$ cat src/rtl/udp_img_pkt_src.sv
// udp_img_pkt_src: feeds the UDP transmitter with fixed-size payloads. Each payload is
// one header word followed by PKT_WORDS words read from the camera pixel FIFO.
module udp_img_pkt_src #(
    parameter int         PKT_WORDS      = 320,
    parameter int         PKTS_PER_FRAME = 480,
    parameter logic [7:0] CAM_ID         = 8'd0,
    parameter int         GAP_CYC        = 16,
    parameter int         USEDW_W        = 12
) (
    input  logic               clk,
    input  logic               rst_n,
    input  logic               transfer_en,
    input  logic               frame_start,
    output logic               fifo_rd_en,
    input  logic [31:0]        fifo_rd_data,
    input  logic [USEDW_W-1:0] fifo_usedw,
    output logic               tx_start_en,
    output logic [15:0]        tx_byte_num,
    input  logic               tx_req,
    output logic [31:0]        tx_data,
    input  logic               tx_done,
    output logic               frame_done,
    output logic               busy
);

    localparam int CNT_W = $clog2(PKT_WORDS + 2);
    localparam int GAP_W = (GAP_CYC > 1) ? $clog2(GAP_CYC) : 1;

    localparam logic [CNT_W-1:0]   LAST_WORD = CNT_W'(PKT_WORDS);
    localparam logic [CNT_W-1:0]   SAT_CNT   = CNT_W'(PKT_WORDS + 1);
    localparam logic [GAP_W-1:0]   GAP_LAST  = GAP_W'(GAP_CYC - 1);
    localparam logic [15:0]        LAST_PKT  = 16'(PKTS_PER_FRAME - 1);
    localparam logic [15:0]        BYTE_NUM  = 16'((PKT_WORDS + 1) * 4);
    localparam logic [USEDW_W-1:0] USEDW_MIN = USEDW_W'(PKT_WORDS);

    typedef enum logic [2:0] {
        S_IDLE,
        S_WAIT,
        S_START,
        S_SEND,
        S_GAP
    } state_t;

    state_t           state;
    logic [CNT_W-1:0] word_cnt;
    logic [GAP_W-1:0] gap_cnt;
    logic [15:0]      pkt_idx;
    logic [7:0]       frame_cnt;
    logic [31:0]      data_q;
    logic             rd_pending;
    logic             data_phase;
    logic [31:0]      header;

    assign header     = {8'hAA, CAM_ID, frame_cnt, pkt_idx[7:0]};
    assign data_phase = (word_cnt != '0) && (word_cnt <= LAST_WORD);

    // NOTE: the read strobe is combinational on tx_req so the normal-mode FIFO returns
    // the word exactly one clock after the request; registering it would add a cycle.
    assign fifo_rd_en = (state == S_SEND) && tx_req && data_phase;

    // In the clock after a read the FIFO output is passed straight through; data_q
    // captures it so the last word stays on tx_data once reads stop.
    assign tx_data = rd_pending ? fifo_rd_data : data_q;
    assign busy    = (state != S_IDLE);

    always_ff @(posedge clk or negedge rst_n) begin
        if (!rst_n) begin
            state       <= S_IDLE;
            word_cnt    <= '0;
            gap_cnt     <= '0;
            pkt_idx     <= '0;
            frame_cnt   <= '0;
            data_q      <= '0;
            rd_pending  <= 1'b0;
            tx_start_en <= 1'b0;
            tx_byte_num <= '0;
            frame_done  <= 1'b0;
        end else begin
            tx_start_en <= 1'b0;
            frame_done  <= 1'b0;
            rd_pending  <= fifo_rd_en;
            if (rd_pending) begin
                data_q <= fifo_rd_data;
            end

            case (state)
                S_IDLE: begin
                    if (frame_start && transfer_en) begin
                        pkt_idx <= '0;
                        state   <= S_WAIT;
                    end
                end

                S_WAIT: begin
                    if (fifo_usedw >= USEDW_MIN) begin
                        tx_start_en <= 1'b1;
                        tx_byte_num <= BYTE_NUM;
                        state       <= S_START;
                    end
                end

                S_START: begin
                    word_cnt <= '0;
                    gap_cnt  <= '0;
                    state    <= tx_done ? S_GAP : S_SEND;
                end

                S_SEND: begin
                    if (tx_req) begin
                        if (word_cnt == '0) begin
                            data_q <= header;
                        end
                        if (word_cnt != SAT_CNT) begin
                            word_cnt <= word_cnt + 1'b1;
                        end
                    end
                    if (tx_done) begin
                        gap_cnt <= '0;
                        state   <= S_GAP;
                    end
                end

                S_GAP: begin
                    if (gap_cnt == GAP_LAST) begin
                        if (pkt_idx < LAST_PKT) begin
                            pkt_idx <= pkt_idx + 16'd1;
                            state   <= S_WAIT;
                        end else begin
                            frame_done <= 1'b1;
                            frame_cnt  <= frame_cnt + 8'd1;
                            pkt_idx    <= '0;
                            state      <= S_IDLE;
                        end
                    end else begin
                        gap_cnt <= gap_cnt + 1'b1;
                    end
                end

                default: state <= S_IDLE;
            endcase
        end
    end

endmodule

$ cat config.mk
export PLATFORM = sky130hd
export DESIGN_NAME = udp_img_pkt_src
export DESIGN_NICKNAME = d
export VERILOG_FILES = /design/src/rtl/udp_img_pkt_src.sv
export SDC_FILE = /design/constraint.sdc
export NUM_CORES = 1
export LEC_CHECK = 0
export ABC_AREA = 1
export CAP_MARGIN = 5
export CORE_MARGIN = 2
export CORE_UTILIZATION = 45
export DETAILED_ROUTE_END_ITERATION = 8
export PLACE_DENSITY = 0.78
export SYNTH_ARGS = -nofsm -noshare
export SYNTH_HDL_FRONTEND = slang
export SYNTH_SLANG_ARGS = --single-unit
export TNS_END_PERCENT = 5
$ cat constraint.sdc
create_clock -name clk -period 2.1 [get_ports clk]
set_input_delay 0.42 -clock clk [delete_from_list [all_inputs] [get_ports clk]]
set_output_delay 0.42 -clock clk [all_outputs]
set_load 0.01 [all_outputs]
Word level (Yosys, flattened, before mapping)
Index checks and enable logic that the tools add are counted.
{"block": "totals", "reg_bits": 76, "in_bits": 50, "output_inout_bits": 52, "word_cells": 74}
{"block": "op_classes", "add_sub_neg": 4, "order_cmp": 3, "n_eq_ne": 13, "muxes": 26, "n_bitwise": 1, "reduce_logical": 17}
{"cell": "$mux 32", "count": 4}
{"cell": "$mux 16", "count": 3}
{"cell": "$pmux 16 s2", "count": 1}
{"cell": "$mux 9", "count": 2}
{"cell": "$pmux 9 s2", "count": 1}
{"cell": "$add 16x1->16 const B", "count": 1}
{"cell": "$lt 16x9->1 const B", "count": 1}
{"cell": "$mux 3", "count": 5}
{"cell": "$pmux 3 s5", "count": 1}
{"cell": "$ge 12x9->1 const B", "count": 1}
{"cell": "$ne 2x2->1 const B", "count": 6}
{"cell": "$pmux 4 s3", "count": 1}
{"cell": "$reduce_and 3->1", "count": 4}
{"cell": "$add 9x1->9 const B", "count": 1}
{"cell": "$le 9x9->1 const B", "count": 1}
{"cell": "$logic_not 9->1", "count": 1}
{"cell": "$ne 9x9->1 const B", "count": 1}
{"cell": "$reduce_bool 9->1", "count": 1}
{"cell": "$add 8x1->8 const B", "count": 1}
{"cell": "$mux 4", "count": 2}
{"cell": "$eq 3x2->1 const B", "count": 2}
{"cell": "$mux 1", "count": 6}
{"cell": "$reduce_bool 3->1", "count": 2}
{"cell": "$add 4x1->4 const B", "count": 1}
{"cell": "other kinds (10)", "count": 14}

Longest topological paths before layout
Gate-level depths: netlist of run 1.
{"block": "depth", "ltp_word": 4, "mapped_depth": 9}

Worst setup path before layout of run 1
Ideal clock, no wire load.
{"block": "synth_path", "path_kind": "register to output", "startpoint": "register state[2]", "endpoint": "output port fifo_rd_en", "arrival_ns": 1.207, "t_required_ns": 1.680, "setup_slack_ns": 0.473, "path_stages_with_launch": 6, "n_path_buf": 0, "cell_sequence": "dfrtp_1 -> inv_2 -> nand3_2 -> nor2_2 -> inv_1 -> nor3_1"}
{"block": "synth_via", "elab_chain_len": 3}
{"element": "start: declaration", "line": "44", "rtl": "state_t state;"}
{"element": "start signal: assignment", "line": "105", "rtl": "state <= tx_done ? S_GAP : S_SEND;"}
{"element": "$eq 3x2->1", "line": "59", "rtl": "assign fifo_rd_en = (state == S_SEND) && tx_req && data_phase;"}
{"element": "$logic_and 1x1->1 (2 in a row)", "line": "59"}
{"element": "end: declaration", "line": "14", "rtl": "output logic fifo_rd_en,"}
Every way passes these cells.

Worst setup path after layout of run 1
{"block": "layout_path", "startpoint": "register rd_pending", "endpoint": "output port tx_data[2]"}
{"block": "layout_via", "elab_chain_len": 1}
{"element": "start: declaration", "line": "50", "rtl": "logic rd_pending;"}
{"element": "start signal: assignment", "line": "81", "rtl": "rd_pending <= fifo_rd_en;"}
{"element": "$mux 32", "line": "63", "rtl": "assign tx_data = rd_pending ? fifo_rd_data : data_q;"}
{"element": "end: declaration", "line": "20", "rtl": "output logic [31:0] tx_data,"}
Every way passes these cells.

==> results of run 1 <==
-- worst register-to-register path: stages (launching register included) --
cell and delay, ns:
dfrtp_1 0.43, ha_1 0.22, nand3_1 0.18, inv_1 0.07, nand2_1 0.10, nand3_2 0.15
nand2_1 0.34, inv_2 0.13, nand2_1 0.08, nand2_1 0.05
-- metal layers --
layer	vias up	track usage [%]	part of all wire [%]
met5	-	0	0
met4	0	8.01	2.3
met3	24	3.44	7.0
met2	133	31.1	46
met1	1616	24.0	44
li1	1800	-	-
-- synthesized netlist by cell type (6+ instances only) --
cell | n | area, sq um
nand4_1 | 7 | 43.8
xor2_1 | 11 | 96.3
inv_2 | 6 | 22.5
buf_4 | 17 | 128
dfrtp_1 | 76 | 1900
ha_1 | 6 | 75.1
nand3_1 | 30 | 150
o21ai_0 | 35 | 175
o21ai_1 | 7 | 35.0
mux2_2 | 16 | 180
nor2_1 | 53 | 199
nor3_1 | 7 | 35.0
inv_1 | 74 | 278
nand2_1 | 149 | 559
-- power by group through the flow --
stage                     Clock (W)  Sequential, W  Combinational [W]
after floorplan                   0        0.00196            0.00127
after global placement            0        0.00197            0.00228
after detailed placement          0        0.00199            0.00234
after CTS                   0.00144        0.00197            0.00216
after global routing        0.00150        0.00201            0.00242
final                       0.00140        0.00197            0.00217
-- path summary, 6_finish.rpt --
check / start / endpoint / cells after the start
worst max-delay path: rd_pending / tx_data[2] / 3
worst min-delay path: pkt_idx[9] / pkt_idx[9] / 2
worst max register to register: pkt_idx[1] / frame_cnt[3] / 9
worst min register to register: pkt_idx[9] / pkt_idx[9] / 2
max in group asynchronous: rst_n / state[1] / 3
min in group asynchronous: rst_n / gap_cnt[1] / 2
-- state kept, by name, indices dropped and copies added, names as in the netlist --
register,cells
data_q,32
frame_done,1
rd_pending,1
pkt_idx,16
word_cnt,9
gap_cnt,4
tx_byte_num,1
tx_start_en,1
state,3
frame_cnt,8
-- cell families (layout without fill, tap and decap cells) --
family                   count (synthesis)  after routing  synth area share [%]
AO/OA/AOI/OAI                           48             48                  6.05
XOR/XNOR                                14             14                  3.00
adder cells (fa/ha/maj)                  6              6                  1.83
buffers and inverters                  106            198                  11.6
flip-flops                              76             76                  46.5
multiplexers                            16             16                  4.40
other                                    1             13                0.0916
AND/OR/NAND/NOR                        259            259                  26.5
-- cell type report --
cell class / instances / share of cell area, %
Clock buffer: 11 / 2.83
Tap cell: 108 / 2.53
Sequential cell: 76 / 35.6
Clock inverter: 5 / 2.01
Multi-Input combinational cell: 356 / 33.3
Inverter: 80 / 5.62
Timing Repair Buffer: 102 / 18.0
-- through the flow --
step | util, % | instances
after floorplan | - | 538
after global placement | 58.2 | 721
after detailed placement | 58.2 | 721
after CTS | 60.8 | 738
after global routing | 61.0 | 738
final | 61.0 | 738
-- timing repair --
| item | CTS | global route |
|---|---|---|
| endpoints found under the hold margin | 25 | 0 |
| hold buffers | 1 | 0 |
| resized for setup | 48 | 6 |
| buffers inserted | 0 | 0 |
| pin swaps | 0 | 1 |
| endpoints found under the setup margin | 33 | 14 |
==> qor.csv, run 1 <==
metric;value;unit
status;finished clean;
path_clk_slew;0.08;ns
grt_pass1_wl;15200;um
synthCells;526;
drc;0;
synth_warnings;0;
initialDrtViolationCount;251;
die_x;99.4;um
ff_latch_area;0.00190;sq mm
sw_frac_of_total;34.2;%
fin_crit;2.05;ns
start_kind;register;
dr.pass1.iters;4;
numCtsBuffers;9;
wl_per_cell;11.8;um
final_cell_mix;nand2_1, dfrtp_1, inv_1, nor2_1, clkdlybuf4s50_1;
fillerInstances;754;
fin_area;0.00534;sq mm
critPathMaxStageDelay;0.38;ns
drv_slew;0;
internal-power;0.00364;W
switchingPower;0.00189;W
grt_max_degree;49;
p_total;0.00553;W
fin_ws;0.0450;ns
overflow;0;
holdWs;0.490;ns
pin_count;102;
pre_cts_slack;-0.212;ns
ys_ff_latch;76;
critical_path.slowest_cell;mux2_2;
power_density;1040;mW/mm^2
ant_nets;0;
clkPwrFrac;25.3;%
synthToLayoutAreaGrowth;30.5;%
multiInputGateArea;0.00178;sq mm
regToRegSetupSlack;0.23;ns
power.share.combinational;39.1;%
drive_gt1_share;11.9;%
ys.flop_type;dfrtp_1;
syn-mean-instance-area;7.78;sq um
finalHoldViolCount;0;
grt_pass1_vias;3440;
pwr-share-seq;35.6;%
clock_latency;0.34;ns
end_kind;output pin;
cts_tree;yes;
vias;3573;
max_freq;0.487;GHz
netlist_area;0.00409;sq mm
cp.required;1.68;ns
insertedDiodeCount;0;
async_reset_ff_share;100;%
coreArea;0.00876;sq mm
clockBufferDepth;2;
crit_family;buffers and inverters;
num_rows;34;
synth-edff-count;0;
synth_seq_area_share;46.5;%
wirelength;8730;um
die_height;99.4;um
antenna_found_initial;0;
setup_viol_count_final;0;
placed_area;0.00510;sq mm
critPathArrivalTime;1.63;ns
final_common_cell;nand2_1;
cellLeakagePower;2.80;nW
peakVddDrop;0.649;mV
worstHoldPathType;register to register;
dp_hpwl;6400;um
period_share;97.9;%
rsz0062_at_grt;yes;
nets;681;
cts.htree.levels;3;
critPathMaxFanout;48;
port_buffers;82;
crit_chain;buf_12, mux2_2, dlygate4sd2_1;
start_util;46.7;%
max_cap_viol_count;0;
grtUsageTotal;18.7;%
path_class;register to output pin;
path_buf_inv;2;
clockRootBuffer;clkbuf_8;
fin_setup_tns;0;ns
vias_per_cell;4.84;
design.die.area;0.00987;sq mm
cts.sinks;76;
globalplace.congestion;0.921;
fin_worst_skew;0.00579;ns
synth_cell_types;30;
No activity file was read; power rests on OpenSTA's default activity.
==> inputs of run 2 (changes only) <==
- TNS_END_PERCENT: 5 -> 1
==> results of run 2 <==
The final DEF is identical to that of run 1; final timing and power are the same.
==> inputs of run 3 (changes only) <==
- CORE_UTILIZATION: 45 -> 50
- GPL_ROUTABILITY_DRIVEN: unset -> 0
- PLACE_DENSITY: 0.78 -> 0.81
==> run 3 against run 2 <==
  * First-iteration DRC count decreased by 61%
  * Clock-buffer cell count decreased by 2
  * Sequential cell count unchanged
  * Clock power decreased by 22%
  * Global-route usage increased by 1.8 points
  * Highest routed layer unchanged
  * Sequential power about the same
  * Non-clock buffer count decreased by 2
==> qor.csv, run 3 (synthesis gave the netlist of run 1 again) <==
metric;value;unit
start_util;52.2;%
sw_frac_of_total;36.3;%
cellLeakagePower;2.79;nW
dr.pass1.iters;4;
path_clk_slew;0.08;ns
critPathMaxStageDelay;0.43;ns
cts.sinks;76;
cts_tree;yes;
path_class;register to output pin;
largest_register_ff_count;32;
clockBufferDepth;2;
ant_nets;0;
internal-power;0.00330;W
clock_latency;0.35;ns
coreArea;0.00785;sq mm
wl_per_cell;11.9;um
port_buffers;82;
nets;679;
cp.required;1.68;ns
pin_count;102;
critical_path.slowest_cell;dfrtp_2;
drive_gt1_share;12.3;%
vias_per_cell;4.84;
rsz0062_at_grt;yes;
grt_pass1_vias;3311;
power_density;983;mW/mm^2
crit_chain;buf_4, clkbuf_16, o21ai_1, inv_1, dlygate4sd2_1;
final_cell_mix;nand2_1, dfrtp_1, inv_1, nor2_1, clkdlybuf4s50_1;
fin_setup_tns;0;ns
numCtsBuffers;9;
die_height;94.5;um
insertedDiodeCount;0;
switchingPower;0.00188;W
die_x;94.5;um
clockRootBuffer;clkbuf_8;
worstHoldPathType;input pin to asynchronous set/reset pin;
vias;3529;
max_freq;0.483;GHz
pwr-share-seq;38.1;%
wirelength;8710;um
power.share.combinational;40.9;%
start_kind;register;
end_kind;output pin;
setup_viol_count_final;0;
crit_family;buffers and inverters;
fin_worst_skew;0.00844;ns
path_buf_inv;4;
finalHoldViolCount;0;
peakVddDrop;0.633;mV
critPathMaxFanout;24;
initialDrtViolationCount;98;
p_total;0.00518;W
grtUsageTotal;20.5;%
synthToLayoutAreaGrowth;28.7;%
regMostFlops;data_q;
post-route-util;67.1;%
design.die.area;0.00892;sq mm
final_common_cell;nand2_1;
drc;0;
overflow;0;
num_rows;32;
critPathArrivalTime;1.65;ns
fin_ws;0.0298;ns
period_share;98.6;%
grt_max_degree;49;
status;finished clean;
clkPwrFrac;21.1;%
dp_hpwl;6250;um
hold_buffers;0;
drv_slew;0;
reg_top3;data_q x32, pkt_idx x16, word_cnt x9;
fin_crit;2.07;ns
pre_cts_slack;-0.201;ns
max_cap_viol_count;0;
antenna_found_initial;0;
cts.htree.levels;3;
grt_pass1_wl;14500;um
run 3: path summary, 6_finish.rpt:
check / end / start / cells past startpoint / slack (ns)
setup / recovery: tx_data[30] / rd_pending / 5 / 0.03
hold / removal: gap_cnt[1] / rst_n / 1 / 0.005
setup reg to reg: frame_cnt[7] / pkt_idx[1] / 9 / 0.24
hold reg to reg: data_q[27] / data_q[27] / 2 / 0.49
max in group asynchronous: state[0] / rst_n / 2 / 1.43
min in group clk: data_q[27] / data_q[27] / 2 / 0.49
run 3: repair_timing:
item | 4_1_cts | 5_1_grt
pin swaps | 0 | 1
gates cloned | 0 | 1
endpoints found under the setup margin | 34 | 22
setup buffers | 0 | 1
resized for setup | 40 | 19
run 3: metrics by stage:
stage	hold WS, ns	cell area (sq um)	std cells
global route	0.0430	5270	729
detailed placement	0.412	5040	712
global placement	0.410	5040	712
floorplan	0.124	4140	538
finish	0.00455	5270	729
CTS	0.0158	5200	727
run 3: power groups by stage:
stage	sequential, W	clock, W	combinational [W]
after floorplan	0.00196	0	0.00127
after global placement	0.00197	0	0.00221
after detailed placement	0.00198	0	0.00228
after CTS	0.00196	0.00111	0.00212
after global routing	0.00201	0.00116	0.00238
final	0.00197	0.00109	0.00212
run 3: area by class of cell:
type,count,area (sq um)
Fill cell,644,2580
Sequential cell,76,1900
Multi-Input combinational cell,356,1790
Timing Repair Buffer,100,956
Inverter,80,300
Tap cell,102,128
Clock buffer,9,124
Clock inverter,6,66.3
run 3: metal layers:
layer  global-route usage (%)  part of all wire [%]  wire [um]  up-vias
li1                         -                     -          -     1794
met1                     26.5                    45       3880     1636
met2                     34.1                    48       4220       91
met3                     4.15                   5.8        507        8
met4                     7.73                   1.1         99        0
met5                        0                     0          0        -
